[config.mk]
export PLATFORM = sky130hd
export DESIGN_NAME = esm_issue_scheduler
export DESIGN_NICKNAME = d
export VERILOG_FILES = /design/src/rtl/esm_issue_scheduler.sv
export SDC_FILE = /design/constraint.sdc
export NUM_CORES = 1
export LEC_CHECK = 0
export BUFFER_PORTS_ARGS = -buffer_cell sky130_fd_sc_hd__buf_4
export CORE_MARGIN = 3
export CORE_UTILIZATION = 40
export CTS_CLUSTER_DIAMETER = 200
export DETAILED_ROUTE_END_ITERATION = 8
export GPL_ROUTABILITY_DRIVEN = 0
export GPL_TIMING_DRIVEN = 1
export HOLD_SLACK_MARGIN = 0.15
export PLACE_DENSITY = 0.56
export SLEW_MARGIN = 0
export SYNTH_ARGS = -nofsm -noshare
export SYNTH_HDL_FRONTEND = slang
export SYNTH_SLANG_ARGS = --single-unit
[constraint.sdc]
create_clock -name clk_i -period 7.1 [get_ports clk_i]
set_input_delay 0.355 -clock clk_i [delete_from_list [all_inputs] [get_ports clk_i]]
set_output_delay 0.355 -clock clk_i [all_outputs]
set_load 0.05 [all_outputs]
[src/rtl/esm_issue_scheduler.sv]
// Instruction-buffer owner and issue stage for the ESM dependency analyser.
// Define ESM_ISSUE_RR_EN for round-robin issue selection; default is lowest-index priority.
//
// Per-entry state | meaning
// ST_FREE         | slot empty, allocatable
// ST_WAIT         | instruction stored, waiting for analyser to clear dependencies
// ST_ISSUED       | sent to (or held in) the issue register, awaiting completion
module esm_issue_scheduler #(
    parameter int Instruction_word_size = 32,
    parameter int bs                    = 16
) (
    input  logic                             clk_i,
    input  logic                             rst_i,
    input  logic                             alloc_valid_i,
    output logic                             alloc_ready_o,
    output logic [$clog2(bs)-1:0]            alloc_index_o,
    input  logic [Instruction_word_size-1:0] instr_in_i,
    input  logic [0:bs-1]                    independent_instr_i,
    output logic [0:bs-1]                    valid_entries_o,
    output logic                             issue_valid_o,
    input  logic                             issue_ready_i,
    output logic [$clog2(bs)-1:0]            issue_index_o,
    output logic [Instruction_word_size-1:0] issue_instr_o,
    input  logic                             complete_valid_i,
    input  logic [$clog2(bs)-1:0]            complete_index_i,
    output logic [$clog2(bs):0]              occupancy_o
);
    localparam int IDX_W = $clog2(bs);
    localparam logic [1:0] ST_FREE   = 2'b00;
    localparam logic [1:0] ST_WAIT   = 2'b01;
    localparam logic [1:0] ST_ISSUED = 2'b10;

    logic [1:0]                       state_q [bs];
    logic [1:0]                       state_d [bs];
    logic [Instruction_word_size-1:0] instr_q [bs];
    logic [IDX_W:0]                   occ_q, occ_d;
    logic                             issue_valid_q, issue_valid_d;
    logic [IDX_W-1:0]                 issue_idx_q, issue_idx_d;
    logic [Instruction_word_size-1:0] issue_instr_q, issue_instr_d;

    logic [bs-1:0]    free_vec, elig_vec;
    logic             alloc_found, sel_found;
    logic [IDX_W-1:0] alloc_idx, sel_idx;
    logic             accept, cmpl_ok, load_en, do_issue;

    always_comb begin
        for (int i = 0; i < bs; i++) begin
            free_vec[i]        = (state_q[i] == ST_FREE);
            elig_vec[i]        = independent_instr_i[i] & (state_q[i] == ST_WAIT);
            valid_entries_o[i] = (state_q[i] != ST_FREE);
        end
    end

    // Descending scan so the lowest free index is the last write.
    always_comb begin
        alloc_found = 1'b0;
        alloc_idx   = '0;
        for (int i = bs - 1; i >= 0; i--) begin
            if (free_vec[i]) begin
                alloc_found = 1'b1;
                alloc_idx   = IDX_W'(i);
            end
        end
    end

`ifdef ESM_ISSUE_RR_EN
    logic [IDX_W-1:0] rr_ptr_q, rr_ptr_d;
    logic [IDX_W-1:0] cand;

    // Offsets wrap naturally because bs is a power of two.
    always_comb begin
        sel_found = 1'b0;
        sel_idx   = '0;
        cand      = '0;
        for (int k = bs - 1; k >= 0; k--) begin
            cand = rr_ptr_q + IDX_W'(k);
            if (elig_vec[cand]) begin
                sel_found = 1'b1;
                sel_idx   = cand;
            end
        end
        rr_ptr_d = do_issue ? sel_idx + IDX_W'(1) : rr_ptr_q;
    end

    always_ff @(posedge clk_i or posedge rst_i) begin
        if (rst_i) rr_ptr_q <= '0;
        else       rr_ptr_q <= rr_ptr_d;
    end
`else
    always_comb begin
        sel_found = 1'b0;
        sel_idx   = '0;
        for (int k = bs - 1; k >= 0; k--) begin
            if (elig_vec[k]) begin
                sel_found = 1'b1;
                sel_idx   = IDX_W'(k);
            end
        end
    end
`endif

    always_comb begin
        accept   = alloc_valid_i & alloc_found;
        cmpl_ok  = complete_valid_i & (state_q[complete_index_i] == ST_ISSUED);
        load_en  = ~issue_valid_q | issue_ready_i;
        do_issue = load_en & sel_found;

        for (int i = 0; i < bs; i++) begin
            state_d[i] = state_q[i];
            if (accept && alloc_idx == IDX_W'(i))          state_d[i] = ST_WAIT;
            if (cmpl_ok && complete_index_i == IDX_W'(i))  state_d[i] = ST_FREE;
            if (do_issue && sel_idx == IDX_W'(i))          state_d[i] = ST_ISSUED;
        end

        issue_valid_d = issue_valid_q;
        issue_idx_d   = issue_idx_q;
        issue_instr_d = issue_instr_q;
        if (load_en) begin
            issue_valid_d = sel_found;
            if (sel_found) begin
                issue_idx_d   = sel_idx;
                issue_instr_d = instr_q[sel_idx];
            end
        end

        case ({accept, cmpl_ok})
            2'b10:   occ_d = occ_q + (IDX_W+1)'(1);
            2'b01:   occ_d = occ_q - (IDX_W+1)'(1);
            default: occ_d = occ_q;
        endcase
    end

    always_ff @(posedge clk_i or posedge rst_i) begin
        if (rst_i) begin
            for (int i = 0; i < bs; i++) state_q[i] <= ST_FREE;
            occ_q         <= '0;
            issue_valid_q <= 1'b0;
            issue_idx_q   <= '0;
            issue_instr_q <= '0;
        end else begin
            for (int i = 0; i < bs; i++) state_q[i] <= state_d[i];
            occ_q         <= occ_d;
            issue_valid_q <= issue_valid_d;
            issue_idx_q   <= issue_idx_d;
            issue_instr_q <= issue_instr_d;
        end
    end

    // Slot contents are only meaningful while the slot is non-FREE, so no reset.
    always_ff @(posedge clk_i) begin
        if (accept) instr_q[alloc_idx] <= instr_in_i;
    end

    assign alloc_ready_o = alloc_found;
    assign alloc_index_o = alloc_idx;
    assign issue_valid_o = issue_valid_q;
    assign issue_index_o = issue_idx_q;
    assign issue_instr_o = issue_instr_q;
    assign occupancy_o   = occ_q;
endmodule

==> impl_metrics.tcl <==
set metrics [dict create \
    first_iter_violations 1046 \
    tightest_slew_ps 1010 \
    clock_sinks 586 \
    synthAdderAreaFrac_pct 0.296 \
    seq_area_frac_synth_pct 72.8 \
    path_cells "nand3b_1 > a211oi_2 > o21bai_2 > a21oi_2 > o21a_4 > buf_4 > mux4_2 > a211oi_1 > a31oi_1" \
    avgViaCountPerCell 5.47 \
    cp_top_family "compound AO/OA/AOI/OAI gates" \
    cts_root_buffer "clkbuf_16" \
    post_drt_wl_per_cell_um 23.6 \
    ant_nets 0 \
    critical_path_class "reg -> reg" \
    finalWorstPathRequiredPeriod_ps 3780 \
    hold_path_class "in -> reg" \
    fin_util_pct 47.8 \
    syn_inst 1716 \
    synth_area_um2 23700 \
    arrival_ps 4240 \
    final-setup-viol-count 0 \
    reg2regPathDepth 9 \
    drv_cap 0 \
    grt_pass1_wl_mm 95.8 \
    critical_path.max_fanout 43 \
    final_common_cell "edfxtp_1" \
    synth_top_family_by_area "simple AND/OR/NAND/NOR gates" \
    crit_cells 9 \
    die-area_um2 62100 \
    die_y_um 249 \
    grt_pass1_vias 14600 \
    ctsHtreeMaxLevel 2 \
    cp.required_ps 7560 \
    num_rows 88 \
    path_buf_inv 1 \
    dr_total_vias 14800 \
    cts_tree "done" \
    vdd_drop_max_v 0.000793 \
    routed_wirelength_mm 63.7 \
    finalClockSkew_ps 18.2 \
    ys_ff_latch 586 \
    grt_overflow 0 \
    setup_tns_ps 0 \
    grt_max_degree 142 \
    synthXorXnorAreaFrac_pct 0.185 \
    critPathCaptureType "flop" \
    hold_depth 3 \
    crit_slowest_cell "buf_4" \
    hold_violations 0 \
    rsz0062_at_grt "no" \
    clk_path_buf_depth 3 \
    route.detailed.drc 0 \
    dp_hpwl_mm 34.1 \
    nets 1944 \
    areaGrowthSynthToFinish_pct 17.6 \
    syn_nets 1778 \
    clkLatencyLatePin_ps 610 \
    final_cell_mix "edfxtp_1, nand2_1, a21oi_1" \
    io_buffers 119 \
    grtUsageTotal_pct 20.2 \
    crit_path_max_incr_delay_ps 600 \
    clkSlewWorstSetupHoldPaths_ps 60 \
    synth_compound_area_share_pct 9.30 \
    avgSynthCellArea_um2 13.8 \
    firstDrtPassIters 5 \
    powerDensity_nw_per_um2 501 \
    fin_crit_sh_pct 53.2 \
    ys.flop_type "edfxtp_1" \
    synthMuxAreaShare_pct 4.72 \
    drive_above_1_share_pct 15.8 \
    initial_core_util_pct 40.7 \
    yosys.area_share.simple_pct 10.4 \
    ys_types 72 \
    drv_slew 0 \
    numCtsBuffers 59 \
    p_leak_nw 9.98 \
    coreArea_um2 58100 \
    ys_async_sr_fraction_pct 12.6 \
    fmax_mhz 265 \
    yosysWarnings 0 \
    status "completed" \
    synth_edf_count 512 \
    die_w_um 249 \
    io_pins 120 \
    crit_path_start_kind "flop" \
    antenna_found_initial 3 \
    slew_headroom_pct 32.2 \
]
metal layers:
layer / part of all wire (%) / global-route usage (%)
met1: 44 / 28.5
met2: 48 / 33.1
met3: 5.8 / 3.39
met4: 1.9 / 4.84
met5: 0.020 / 0
where the power goes:
group	internal, mW	switching (mW)	total (mW)
clock	1.91	1.29	3.21
combinational	1.77	4.20	5.96
sequential	4.47	0.288	4.75
logic make-up after synthesis:
family | count (synthesis)
mux | 102
buf+inv | 101
flops | 586
fa+ha+maj | 5
compound gates | 368
xor+xnor | 5
simple gates | 549
timing repair:
action / in CTS / in global routing
hold buffers: 36 / 0
hold endpoints to repair: 535 / 0
setup buffers: 0 / 0
gates resized for setup: 0 / 0
synthesized netlist by cell type, drive strengths merged, types with 4 or more instances:
cell type	n	area [um^2]
nand2	333	1260
buf	51	358
nand4	5	31.3
and3b	11	96.3
a21oi	212	1070
a211oi	29	228
ha	4	50.1
o221a	5	56.3
and2	4	25.0
mux2i	92	921
clkbuf	32	121
dfrtp	74	1850
a31oi	9	71.3
inv	18	67.6
nand3	30	155
nand3b	20	154
nor2	82	320
nor4	25	156
or2	11	68.8
nor3	7	40.0
o21ai	45	225
a311oi	4	35.0
o22ai	31	194
o21a	7	52.6
nand2b	10	70.1
mux4	6	146
and3	4	25.0
o311ai	6	52.6
edfxtp	512	15400
mux2	4	48.8
registers in the layout, summed over array words and instances (netlist names):
register and flops:
instr_q 512, issue_index_o 4, issue_instr_o 32, issue_valid_o 1, occupancy_o 5, state_q 32
through the flow:
| step | instance area [um^2] | setup WS, ps | hold slack (ps) | instances | power [mW] |
|---|---|---|---|---|---|
| 2_1_floorplan | 23700 | 2750 | 454 | 1716 | 8.92 |
| 3_3_place_gp | 25400 | 3410 | 460 | 2550 | 10.7 |
| 3_5_place_dp | 25400 | 3340 | 457 | 2550 | 10.8 |
| 4_1_cts | 27800 | 3330 | 204 | 2696 | 14.0 |
| 5_1_grt | 27800 | 3120 | 287 | 2696 | 14.7 |
| 6_report | 27800 | 3320 | 252 | 2698 | 13.9 |
cell type report:
type / instances / area [um^2]
fill: 5095 / 30300
antenna: 2 / 5.00
tap: 765 / 957
clock inverter: 32 / 400
sequential: 586 / 17200
clock buffer: 78 / 1610
timing repair buffer: 188 / 1510
multi-input combinational: 1029 / 6030
inverter: 18 / 68.8
path summary, 6_finish.rpt:
path,startpoint,to,slack (ps)
max,state_q[3]$_DFFE_PP0P_,issue_instr_o[29]$_DFFE_PP0P_,3320
max in group asynchronous,rst_i,issue_instr_o[29]$_DFFE_PP0P_,5500
min in group asynchronous,rst_i,issue_instr_o[0]$_DFFE_PP0P_,370
max reg2reg,state_q[3]$_DFFE_PP0P_,issue_instr_o[29]$_DFFE_PP0P_,3320
min,complete_index_i[1],state_q[23]$_DFFE_PP0P_,250
min reg2reg,occupancy_o[4]$_DFFE_PP0P_,occupancy_o[4]$_DFFE_PP0P_,480
worst reg2reg max path, stage by stage (launching register included):
cell	delay, ps
dfrtp_1	420
nand3b_1	260
a211oi_2	270
o21bai_2	100
a21oi_2	590
o21a_4	540
buf_4	610
mux4_2	440
a211oi_1	270
a31oi_1	110
Note: power is estimated with default switching activity, not from simulation.
